File: src/rtl/row_lifting_stream.sv
// row_lifting_stream: streaming CDF 5/3 reversible lifting over one row.
// Consumes LENGTH unsigned samples, emits LENGTH/2 signed (s, d) pairs.
module row_lifting_stream #(
   parameter int DATA_W = 8,
   parameter int LENGTH = 512
) (
   input  logic              clk,
   input  logic              resetn,
   input  logic              in_valid,
   output logic              in_ready,
   input  logic [DATA_W-1:0] in_data,
   input  logic              in_last,
   output logic              out_valid,
   input  logic              out_ready,
   output logic [DATA_W+1:0] out_s,
   output logic [DATA_W+1:0] out_d,
   output logic              out_last,
   output logic              err
);

   localparam int OUT_W = DATA_W + 2;
   localparam int SW    = DATA_W + 3;
   localparam int IW    = $clog2(LENGTH);

   localparam logic [IW-1:0] LAST_I  = IW'(LENGTH - 1);
   localparam logic [IW-1:0] PAIR0_I = IW'(2);

   localparam logic [0:0] ST_FIRST = 1'b0;
   localparam logic [0:0] ST_RUN   = 1'b1;

   localparam logic signed [SW-1:0] RND = 2;

   logic [0:0]        st_q, st_d;
   logic [IW-1:0]     i_q, i_d;
   logic [DATA_W-1:0] xe_q, xe_d;
   logic [DATA_W-1:0] xo_q, xo_d;
   logic [OUT_W-1:0]  dp_q, dp_d;
   logic              ov_q, ov_d;
   logic [OUT_W-1:0]  s_q, s_d;
   logic [OUT_W-1:0]  d_q, d_d;
   logic              last_q, last_d;
   logic              err_q, err_d;

   logic acc, at_last, abort, emit;

   logic signed [SW-1:0]    xe_w, xo_w, xn_w;
   logic signed [SW-1:0]    sum_x, d_w, dl_w, sum_d;
   logic signed [OUT_W-1:0] s_w;

   assign in_ready  = resetn && (!ov_q || out_ready);
   assign out_valid = ov_q;
   assign out_s     = s_q;
   assign out_d     = d_q;
   assign out_last  = last_q;
   assign err       = err_q;

   // Lifting datapath; at the last index x[LENGTH] mirrors to x[LENGTH-2].
   always_comb begin
      xe_w = SW'(xe_q);
      if (at_last) begin
         xo_w = SW'(in_data);
         xn_w = xe_w;
      end else begin
         xo_w = SW'(xo_q);
         xn_w = SW'(in_data);
      end
      sum_x = xe_w + xn_w;
      d_w   = xo_w - (sum_x >>> 1);
      dl_w  = (i_q == PAIR0_I) ? d_w : {dp_q[OUT_W-1], dp_q};
      sum_d = dl_w + d_w + RND;
      s_w   = OUT_W'(xe_w + (sum_d >>> 2));
   end

   // Handshake, framing and next-state selection.
   always_comb begin
      acc     = in_valid && in_ready;
      at_last = (i_q == LAST_I);
      abort   = acc && in_last && !at_last;
      emit    = acc && !abort &&
                (at_last || (st_q == ST_RUN && !i_q[0]));

      st_d   = st_q;
      i_d    = i_q;
      xe_d   = xe_q;
      xo_d   = xo_q;
      dp_d   = dp_q;
      ov_d   = ov_q;
      s_d    = s_q;
      d_d    = d_q;
      last_d = last_q;
      err_d  = abort || (acc && at_last && !in_last);

      if (acc) begin
         unique case (1'b1)
            abort || at_last: begin
               i_d  = '0;
               st_d = ST_FIRST;
            end
            default: begin
               i_d  = i_q + IW'(1);
               st_d = ST_RUN;
            end
         endcase
      end

      if (acc && !abort && !i_q[0])
         xe_d = in_data;
      if (acc && !abort && i_q[0] && !at_last)
         xo_d = in_data;

      if (emit) begin
         dp_d   = d_w[OUT_W-1:0];
         ov_d   = 1'b1;
         s_d    = s_w;
         d_d    = d_w[OUT_W-1:0];
         last_d = at_last;
      end else if (out_ready) begin
         ov_d = 1'b0;
      end
   end

   // State, history and output registers.
   always_ff @(posedge clk or negedge resetn) begin
      if (!resetn) begin
         st_q   <= ST_FIRST;
         i_q    <= '0;
         xe_q   <= '0;
         xo_q   <= '0;
         dp_q   <= '0;
         ov_q   <= 1'b0;
         s_q    <= '0;
         d_q    <= '0;
         last_q <= 1'b0;
         err_q  <= 1'b0;
      end else begin
         st_q   <= st_d;
         i_q    <= i_d;
         xe_q   <= xe_d;
         xo_q   <= xo_d;
         dp_q   <= dp_d;
         ov_q   <= ov_d;
         s_q    <= s_d;
         d_q    <= d_d;
         last_q <= last_d;
         err_q  <= err_d;
      end
   end

endmodule

File: config.mk
export PLATFORM = sky130hd
export DESIGN_NAME = row_lifting_stream
export DESIGN_NICKNAME = d
export VERILOG_FILES = /design/src/rtl/row_lifting_stream.sv
export SDC_FILE = /design/constraint.sdc
export NUM_CORES = 1
export LEC_CHECK = 0
export BUFFER_PORTS_ARGS = -buffer_cell sky130_fd_sc_hd__buf_2
export CORE_AREA = 2 2 87 89
export CTS_CLUSTER_DIAMETER = 150
export CTS_CLUSTER_SIZE = 24
export DETAILED_ROUTE_END_ITERATION = 6
export DIE_AREA = 0 0 89 91
export GPL_TIMING_DRIVEN = 0
export PLACE_DENSITY = 0.8
export SYNTH_ARGS = -nofsm -noshare
export SYNTH_HDL_FRONTEND = slang
export SYNTH_SLANG_ARGS = --single-unit
export TNS_END_PERCENT = 1
File: constraint.sdc
create_clock -name clk -period 7.05 [get_ports clk]
set_input_delay 0 -clock clk [delete_from_list [all_inputs] [get_ports clk]]
set_output_delay 0 -clock clk [all_outputs]
set_load 0.03 [all_outputs]
==> impl_metrics.env, run 1 <==
export IMPL_drtIter0Drc=200
export IMPL_n_antenna_cell=0
export IMPL_startpoint_type="register"
export IMPL_synth_edff_count=0
export IMPL_insertion_delay_ns=0.30
export IMPL_cpMostUsedCell="ha_1"
export IMPL_wl_per_cell_um=14.7
export IMPL_netlist_area_mm2=0.00373
export IMPL_setup_ws_ns=0.333
export IMPL_yosysTopAreaCellShare_pct=32.2
export IMPL_place_congestion=0.908
export IMPL_grt_max_degree=53
export IMPL_crit_fanout=14
export IMPL_dieArea_mm2=0.00810
export IMPL_syn_to_final_growth_pct=17.7
export IMPL_synth_warning_count=0
export IMPL_cts_buffers=5
export IMPL_max_slew_margin_rel_pct=23.9
export IMPL_ys_seq_area_share_pct=32.2
export IMPL_core_mm2=0.00714
export IMPL_ys_types=58
export IMPL_drv_slew=0
export IMPL_antenna_left=0
export IMPL_cts_tree="done"
export IMPL_synth_fp_nets=440
export IMPL_yosysTopAreaCell="dfrtp_1"
export IMPL_firstDrtPassIters=4
export IMPL_dpl_worst_slack_ns=-0.569
export IMPL_crit_required_ns=7.24
export IMPL_finalNetCount=499
export IMPL_period_needed_ns=6.72
export IMPL_worstMarginPinSlew_ns=1.14
export IMPL_synth_area_top_cells="dfrtp_1, ha_1, mux2_1"
export IMPL_layout_drive_gt1_share_pct=23.6
export IMPL_clkSinkCount=48
export IMPL_drc=0
export IMPL_vias_per_cell=5.61
export IMPL_die_y_um=91
export IMPL_io_buffers=36
export IMPL_cts_root_buf="clkbuf_8"
export IMPL_io_pins=37
export IMPL_cts_max_path_buffers=2
export IMPL_num_vias=3023
export IMPL_wl_um=7920
export IMPL_finalSetupViolCount=0
export IMPL_die_w_um=89
export IMPL_hold_path_class="in -> reg"
export IMPL_critPathMaxStageDelay_ns=0.43
export IMPL_grt_pass1_vias=2904
export IMPL_cts_htree_levels=2
export IMPL_start_util_pct=52.2
export IMPL_crit_type="reg -> reg"
export IMPL_syn_avg_cell_area_um2=9.81
export IMPL_worstPathArrival_ns=6.91
export IMPL_setup_tns_ns=0
export IMPL_final_fill_count=618
export IMPL_ys_ff_latch=48
export IMPL_grt_usage_pct=21.1
export IMPL_synthCells=380
export IMPL_hold_viol=0
export IMPL_antenna_found_initial=0
export IMPL_max_freq_ghz=0.149
export IMPL_status="complete, no violations"
export IMPL_rows=31
export IMPL_synth_main_ff_cell="dfrtp_1"
export IMPL_dp_hpwl_um=6070
export IMPL_clock_skew_ns=0.00845
export IMPL_globalRoute_totalOverflow=0
export IMPL_path_clk_slew_ns=0.09
export IMPL_fin_crit_sh_pct=95.3
export IMPL_max_cap_viol_count=0
export IMPL_cp_slowest_cell="fa_1"
export IMPL_end_kind="register"
export IMPL_grt_pass1_wl_um=13400
export IMPL_synthArstFlopShare_pct=100
## repair_timing
| item | 4_1_cts | 5_1_grt |
|---|---|---|
| setup buffers | 2 | 6 |
| pin swaps | 1 | 4 |
| resized for setup | 10 | 13 |
| endpoints found under the hold margin | 64 | 0 |
| hold buffers | 9 | 0 |
| setup endpoints to repair | 5 | 5 |
| gates cloned | 0 | 0 |
## final cells by class
| type | instances | area, um2 | area share (%) |
|---|---|---|---|
| Sequential cell | 48 | 1200 | 27.4 |
| Buffer | 8 | 55.1 | 1.25 |
| Inverter | 14 | 52.6 | 1.20 |
| Multi-Input combinational cell | 309 | 2530 | 57.7 |
| Clock buffer | 7 | 86.3 | 1.97 |
| Tap cell | 99 | 124 | 2.82 |
| Timing Repair Buffer | 53 | 330 | 7.53 |
| Clock inverter | 1 | 7.51 | 0.171 |
## cell usage after synthesis (2+ instances only)
master    number
inv_1         13
clkbuf_1       2
xor2_1         5
dfrtp_1       48
and3_1         5
nor2b_1        4
nor3_4         2
xnor2_1       15
nand2_1       43
o21bai_1       2
nand3_1        4
fa_1           4
a21o_1        13
o21ai_0       23
nor2_1        22
nor3_1         6
mux2i_1        2
or2_1          2
and2_1         4
a211oi_2       2
mux2_1        19
o21ai_1       11
buf_2          6
a211oi_1       5
ha_1          43
a31o_1         2
a21oi_1       11
a22o_1         3
o31ai_1        5
mux2_2        17
nor4_1         2
a31oi_1        5
o21a_1         5
## cells in the final DEF, fill, tap and decap left out, types with 4 or more instances in the layout
cell           instances
o21a_1                 5
mux2_1                19
nand2_1               43
a21o_1                13
fa_1                   4
a31oi_1                5
buf_4                  9
clkbuf_8               6
nand3_1                4
dlygate4sd3_1          9
mux2_2                17
and2_1                 4
nor2b_1                4
inv_1                 13
o21ai_1               11
and3_4                 4
ha_1                  39
a211oi_1               5
nor3_1                 6
a21oi_1                9
xnor2_1               15
nor2_1                22
buf_2                 40
o31ai_1                5
dfrtp_1               48
xor2_1                 4
o21ai_0               22
## metrics by stage
step                util [%]  cell area [um2]  instances  hold slack (ns)
floorplan                  -             3730        380           -0.296
global placement        56.5             4030        515            0.253
detailed placement      56.5             4030        515            0.258
CTS                     60.0             4290        534           0.0206
global route            61.5             4390        539           0.0227
finish                  61.5             4390        539           0.0337
## worst max-delay path: cells and delay by family (launching register included)
| kind | cells | cell delay (ns) |
|---|---|---|
| compound gates | 10 | 2.22 |
| fa+ha+maj | 7 | 2.03 |
| simple gates | 7 | 0.97 |
| mux | 2 | 0.57 |
| flops | 1 | 0.38 |
| xor+xnor | 2 | 0.26 |
| buf+inv | 1 | 0.14 |
## cells by family after synthesis
kind of cell             synth area share, %
AO/OA/AOI/OAI                           18.0
XOR/XNOR                                4.70
adder cells (fa/ha/maj)                 16.6
buffers and inverters                   2.62
flip-flops                              32.2
multiplexers                            11.4
AND/OR/NAND/NOR                         14.4
## worst paths after layout
path / start / to / slack [ns] / cells past startpoint
worst max-delay path: i_q[1]$_DFFE_PN0P_ / out_s[8]$_DFFE_PN0P_ / 0.33 / 29
worst min register to register: out_s[1]$_DFFE_PN0P_ / out_s[1]$_DFFE_PN0P_ / 0.47 / 2
min in group asynchronous: resetn / out_s[0]$_DFFE_PN0P_ / 0.46 / 2
worst min-delay path: in_valid / out_last$_DFFE_PN0P_ / 0.03 / 2
max in group asynchronous: resetn / dp_q[5]$_DFFE_PN0P_ / 5.88 / 2
worst max register to register: i_q[1]$_DFFE_PN0P_ / out_s[8]$_DFFE_PN0P_ / 0.33 / 29
## sequential cells by signal, summed over array words and instances, names as in the netlist
| name | cells |
|---|---|
| err | 1 |
| out_valid | 1 |
| out_last | 1 |
| i_q | 9 |
| dp_q | 9 |
| out_s | 10 |
| st_q | 1 |
| xe_q | 8 |
| xo_q | 8 |
## layer usage
metal	vias to the layer above	track usage [%]	routed length, um
met5	-	0	0
met4	0	5.97	136
met3	10	3.27	413
met2	78	34.7	3850
met1	1423	28.5	3520
li1	1512	-	-
Power of run 1 is left out: the tool's default activity adds up to more than one toggle a clock period on the data nets, which glitch-free logic cannot reach.
==> run 2, diff against run 1 <==
--- a/config.mk
+++ b/config.mk
@@ -5,12 +5,13 @@
 export SDC_FILE = /design/constraint.sdc
 export NUM_CORES = 1
 export LEC_CHECK = 0
+export ABC_AREA = 1
 export BUFFER_PORTS_ARGS = -buffer_cell sky130_fd_sc_hd__buf_2
-export CORE_AREA = 2 2 87 89
+export CORE_AREA = 2 2 88 90
 export CTS_CLUSTER_DIAMETER = 150
 export CTS_CLUSTER_SIZE = 24
 export DETAILED_ROUTE_END_ITERATION = 6
-export DIE_AREA = 0 0 89 91
+export DIE_AREA = 0 0 90 92
 export GPL_TIMING_DRIVEN = 0
 export PLACE_DENSITY = 0.8
 export SYNTH_ARGS = -nofsm -noshare
==> run 2 against run 1 <==
Critical path depth grew 10. Die area grew 2.2%. Count of clock-buffer cells in the layout shrank 1. Worst hold slack lost 0.018 ns. Design area shrank 2.4%. Sequential cell count is the same. First-iteration DRC count shrank 27%. Synthesized cell count grew 32%. Non-clock buffer count shrank 11. Utilization shrank 4.0 points. Critical path type unchanged. Global-route usage shrank 0.42 points.
==> impl_metrics.env, run 2 <==
export IMPL_final_area_mm2=0.00428
export IMPL_antenna_left=0
export IMPL_grt_pass1_wl_um=14000
export IMPL_worstMarginPinSlew_ns=1.14
export IMPL_seq_area_mm2=0.00120
export IMPL_cts_buffers=5
export IMPL_cts_root_buf="clkbuf_8"
export IMPL_core_mm2=0.00745
export IMPL_synth_main_ff_cell="dfrtp_1"
export IMPL_period_needed_ns=6.44
export IMPL_place_congestion=0.931
export IMPL_start_util_pct=51.3
export IMPL_ys_ff_latch=48
export IMPL_holdPathStages=3
export IMPL_rows=32
export IMPL_worstPathArrival_ns=6.69
export IMPL_ys_top_cells_by_count="nand2_1, inv_1, dfrtp_1, o21ai_0, ha_1"
export IMPL_ys_types=41
export IMPL_die_y_um=92
export IMPL_firstDrtPassIters=4
export IMPL_hold_viol=0
export IMPL_cpMostUsedCell="nand2_1"
export IMPL_yosysMostFrequentCell="nand2_1"
export IMPL_dieArea_mm2=0.00828
export IMPL_finalNetCount=607
export IMPL_grt_pass1_vias=3140
export IMPL_synth_fp_nets=560
export IMPL_setup_ws_ns=0.610
export IMPL_post_dp_cell_area_mm2=0.00413
export IMPL_n_antenna_cell=0
export IMPL_globalRoute_totalOverflow=0
export IMPL_largest_reg_flops=10
export IMPL_post_cts_buffers=0
export IMPL_cp_slowest_cell="dfrtp_1"
export IMPL_syn_avg_cell_area_um2=7.64
export IMPL_rsz0062_at_grt="false"
export IMPL_io_buffers=36
export IMPL_multiInputGateArea_mm2=0.00231
export IMPL_max_cap_viol_count=0
export IMPL_crit_fanout=10
export IMPL_die_w_um=90
export IMPL_drv_slew=0
export IMPL_status="complete, no violations"
export IMPL_drc=0
export IMPL_end_kind="register"
export IMPL_r2r_setup_slack_ns=0.61
export IMPL_dp_hpwl_um=6620
export IMPL_grt_usage_pct=20.7
export IMPL_grt_max_degree=51
export IMPL_finalSetupViolCount=0
export IMPL_crit_required_ns=7.30
export IMPL_setup_tns_ns=0
export IMPL_hold_path_class="in -> reg"
export IMPL_insertion_delay_ns=0.31
export IMPL_hold_path_end="xe_q[3]$_DFFE_PN0P_"
export IMPL_antenna_found_initial=0
export IMPL_crit_reg2reg_launch="i_q[0]$_DFFE_PN0P_"
export IMPL_rr_worst_depth=39
export IMPL_cts_htree_levels=2
export IMPL_layout_commonest_cell="nand2_1"
export IMPL_synth_warning_count=0
export IMPL_synthArstFlopShare_pct=100
export IMPL_reg2reg_to="out_s[9]$_DFFE_PN0P_"
export IMPL_drtIter0Drc=147
export IMPL_clock_skew_ns=0.0194
export IMPL_path_clk_slew_ns=0.10
export IMPL_yosysTopAreaCell="dfrtp_1"
export IMPL_yosysTopAreaCellShare_pct=31.4
export IMPL_startpoint_type="register"
export IMPL_cts_max_path_buffers=2
export IMPL_wl_um=8390
export IMPL_io_pins=37
export IMPL_max_slew_margin_rel_pct=23.7
export IMPL_netlist_area_mm2=0.00382
export IMPL_final_fill_count=711
export IMPL_synthCells=500
export IMPL_cp_startpoint="i_q[0]$_DFFE_PN0P_"
export IMPL_syn_to_final_growth_pct=12.0
export IMPL_ys_seq_area_share_pct=31.4
export IMPL_critPathMaxStageDelay_ns=0.45
export IMPL_vias_per_cell=5.18
export IMPL_layout_drive_gt1_share_pct=14.3
export IMPL_num_vias=3364
export IMPL_fin_crit_sh_pct=91.4
export IMPL_cts_tree="done"
export IMPL_dpl_worst_slack_ns=0.432
export IMPL_wl_per_cell_um=12.9
export IMPL_synth_edff_count=0
export IMPL_layout_common_cells="nand2_1, inv_1, dfrtp_1"
export IMPL_hold_start="in_data[3]"
export IMPL_clkSinkCount=48
export IMPL_crit_type="reg -> reg"
export IMPL_synth_area_top_cells="dfrtp_1, ha_1, nand2_1"
export IMPL_max_freq_ghz=0.155
==> run 2: cell count changes after synthesis, sizes merged, moves of 7 or more <==
| cell | before | now |
|---|---|---|
| a21o | 13 | 1 |
| a21oi | 12 | 28 |
| inv | 14 | 67 |
| mux2 | 36 | 0 |
| nand2 | 44 | 144 |
| nand3 | 5 | 27 |
| o21ai | 34 | 59 |
| xor2 | 5 | 12 |
==> run 2: worst max-delay path: cells and delay by family (launching register included) <==
kind / cells / cell delay [ns]
adder cells (fa/ha/maj): 7 / 1.97
AND/OR/NAND/NOR: 17 / 1.49
AO/OA/AOI/OAI: 9 / 1.34
buffers and inverters: 4 / 0.67
XOR/XNOR: 2 / 0.47
flip-flops: 1 / 0.45
==> run 2: worst max path at each step <==
| stage | endpoint | slack (ns) |
|---|---|---|
| after CTS | out_s[8]$_DFFE_PN0P_ | 0.38 |
| after floorplan | out_s[8]$_DFFE_PN0P_ | 1.28 |
| final | out_s[9]$_DFFE_PN0P_ | 0.61 |
| after detailed placement | out_s[8]$_DFFE_PN0P_ | 0.43 |
| after global routing | out_s[9]$_DFFE_PN0P_ | 0.004 |
| after global placement | out_s[8]$_DFFE_PN0P_ | 0.60 |
==> run 2: repair_timing <==
| item | 4_1_cts | 5_1_grt |
|---|---|---|
| setup endpoints to repair | 0 | 4 |
| hold buffers | 4 | 0 |
| hold endpoints to repair | 51 | 0 |
| gates resized for setup | 0 | 7 |
==> run 2: final cells by class <==
type                            count  share of cell area, %
Multi-Input combinational cell    374                   53.9
Sequential cell                    48                   28.1
Inverter                           68                   6.02
Timing Repair Buffer               40                   5.14
Tap cell                          102                   2.98
Clock buffer                        6                   1.93
Buffer                             10                   1.72
Clock inverter                      1                  0.205
==> run 2: per-layer routing <==
metal / global-route usage [%] / vias to the layer above / share of wire (%)
li1: - / 1730 / -
met1: 25.9 / 1544 / 45
met4: 7.69 / 0 / 1.7
met5: 0 / - / 0
met3: 2.88 / 12 / 4.1
met2: 36.4 / 78 / 50
==> run 2: logic make-up after synthesis <==
logic type	count (synthesis)	synth area share, %
buffers and inverters	78	8.64
adders and majority gates	47	16.2
xor gates and xnor gates	23	5.27
and+or+nand+nor	201	22.8
DFF	48	31.4
AOI/OAI and AO/OA	103	15.7
==> run 2: stage by stage <==
step / instances / hold WS [ns] / util (%)
finish: 649 / 0.0155 / 57.5
global route: 649 / 0.0184 / 57.5
CTS: 649 / 0.00594 / 57.2
detailed placement: 638 / 0.280 / 55.4
global placement: 638 / 0.270 / 55.4
floorplan: 500 / -0.296 / -
Power of run 2 is left out for the same reason.
==> run 3, diff against run 2 <==
--- a/config.mk
+++ b/config.mk
@@ -7,13 +7,15 @@
 export LEC_CHECK = 0
 export ABC_AREA = 1
 export BUFFER_PORTS_ARGS = -buffer_cell sky130_fd_sc_hd__buf_2
-export CORE_AREA = 2 2 88 90
+export CELL_PAD_IN_SITES_DETAIL_PLACEMENT = 2
+export CELL_PAD_IN_SITES_GLOBAL_PLACEMENT = 2
+export CORE_AREA = 2 2 113 115
 export CTS_CLUSTER_DIAMETER = 150
 export CTS_CLUSTER_SIZE = 24
 export DETAILED_ROUTE_END_ITERATION = 6
-export DIE_AREA = 0 0 90 92
+export DIE_AREA = 0 0 115 117
 export GPL_TIMING_DRIVEN = 0
-export PLACE_DENSITY = 0.8
+export PLACE_DENSITY = 0.81
 export SYNTH_ARGS = -nofsm -noshare
 export SYNTH_HDL_FRONTEND = slang
 export SYNTH_SLANG_ARGS = --single-unit
==> run 3 against run 2 <==
The run now ends with negative hold slack left. Non-clock buffer count did not move. Critical endpoint is now out_s[8]$_DFFE_PN0P_. Register-to-register slack barely moved. Highest routed layer unchanged. Setup slack gained 0.0028 ns. Sequential cell count unchanged.
==> impl_metrics.env, run 3 (synthesis results as in run 2) <==
export IMPL_status="finished with violations"
export IMPL_violations="negative hold slack"
export IMPL_cts_htree_levels=2
export IMPL_cp_num_buf_inv=4
export IMPL_crit_family="adder cells"
export IMPL_crit_type="reg -> reg"
export IMPL_syn_to_final_growth_pct=16.5
export IMPL_dieArea_mm2=0.0135
export IMPL_cp_slowest_cell="ha_1"
export IMPL_max_freq_ghz=0.155
export IMPL_layout_drive_gt1_share_pct=16.8
export IMPL_wl_um=12000
export IMPL_cts_root_buf="clkbuf_16"
export IMPL_grt_pass1_vias=3958
export IMPL_dp_hpwl_um=9170
export IMPL_cts_max_path_buffers=2
export IMPL_n_antenna_cell=0
export IMPL_grt_usage_pct=18.8
export IMPL_startpoint_type="register"
export IMPL_max_cap_viol_count=0
export IMPL_grt_max_degree=51
export IMPL_r2r_setup_slack_ns=0.61
export IMPL_reg2reg_to="out_s[8]$_DFFE_PN0P_"
export IMPL_antenna_left=0
export IMPL_layout_commonest_cell="nand2_1"
export IMPL_rows=41
export IMPL_layout_common_cells="nand2_1, inv_1, dfrtp_1"
export IMPL_end_kind="register"
export IMPL_start_util_pct=31.0
export IMPL_firstDrtPassIters=4
export IMPL_place_congestion=0.810
export IMPL_hold_path_class="in -> async"
export IMPL_clock_skew_ns=0.00578
export IMPL_critPathMaxStageDelay_ns=0.40
export IMPL_vias_per_cell=5.04
export IMPL_crit_required_ns=7.30
export IMPL_drv_slew=0
export IMPL_crit_fanout=10
export IMPL_finalNetCount=607
export IMPL_cts_buffers=5
export IMPL_worstPathArrival_ns=6.68
export IMPL_crit_reg2reg_launch="i_q[1]$_DFFE_PN0P_"
export IMPL_io_buffers=36
export IMPL_io_pins=37
export IMPL_path_clk_slew_ns=0.07
export IMPL_max_slew_margin_rel_pct=19.8
export IMPL_antenna_found_initial=0
export IMPL_worstMarginPinSlew_ns=1.20
export IMPL_largest_reg_flops=10
export IMPL_period_needed_ns=6.44
export IMPL_core_mm2=0.0123
export IMPL_fin_crit_sh_pct=91.3
export IMPL_cts_tree="done"
export IMPL_num_vias=3516
export IMPL_drtIter0Drc=126
export IMPL_wl_per_cell_um=17.2
export IMPL_drc=0
export IMPL_die_w_um=115
export IMPL_hold_viol=49
export IMPL_hold_worst_slack_ns=-0.0524
export IMPL_insertion_delay_ns=0.30
export IMPL_clkSinkCount=48
export IMPL_rr_worst_depth=37
export IMPL_grt_pass1_wl_um=19700
export IMPL_finalSetupViolCount=0
export IMPL_die_y_um=117
export IMPL_globalRoute_totalOverflow=0
[run 3: layer usage]
metal / GRT usage (%) / part of all wire (%) / vias to the layer above
met5: 0 / 0 / -
met4: 3.94 / 1.0 / 0
met3: 2.06 / 1.6 / 12
met2: 37.3 / 55 / 30
met1: 21.6 / 43 / 1760
li1: - / - / 1714
[run 3: repair_timing]
action                                  4_1_cts  5_1_grt
pin swaps                                     0        6
buffers inserted                              0        3
cloned                                        0        0
hold endpoints to repair                      1        0
gates resized for setup                       1       20
endpoints found under the setup margin        2        5
hold buffers                                  1        0
[run 3: cell type report]
| type | count | area, um2 |
|---|---|---|
| fill | 1460 | 7860 |
| multi-input combinational | 374 | 2340 |
| sequential | 48 | 1200 |
| inverter | 68 | 258 |
| timing repair buffer | 40 | 213 |
| tap | 150 | 188 |
| clock buffer | 5 | 125 |
| buffer | 10 | 82.6 |
| clock inverter | 3 | 46.3 |
[run 3: worst max path at each step]
stage | slack (ns) | to | cells past startpoint | start
final | 0.61 | out_s[8]$_DFFE_PN0P_ | 37 | i_q[1]$_DFFE_PN0P_
after global routing | -0.03 | out_s[8]$_DFFE_PN0P_ | 37 | i_q[1]$_DFFE_PN0P_
after CTS | 0.04 | out_s[8]$_DFFE_PN0P_ | 37 | i_q[0]$_DFFE_PN0P_
after detailed placement | -0.06 | out_s[8]$_DFFE_PN0P_ | 36 | i_q[0]$_DFFE_PN0P_
after global placement | 0.27 | out_s[8]$_DFFE_PN0P_ | 35 | i_q[0]$_DFFE_PN0P_
after floorplan | 1.28 | out_s[8]$_DFFE_PN0P_ | 35 | i_q[0]$_DFFE_PN0P_
[run 3: metrics by stage]
step | setup slack [ns] | util [%] | instance area (um2) | setup TNS [ns] | std cells
floorplan | 1.28 | - | 3820 | 0 | 500
global placement | 0.266 | 34.0 | 4190 | 0 | 686
detailed placement | -0.0568 | 34.0 | 4190 | -0.0568 | 686
CTS | 0.0399 | 35.5 | 4370 | 0 | 695
global route | -0.0276 | 36.2 | 4450 | -0.0276 | 698
finish | 0.612 | 36.2 | 4450 | 0 | 698
Power of run 3 is left out for the same reason.
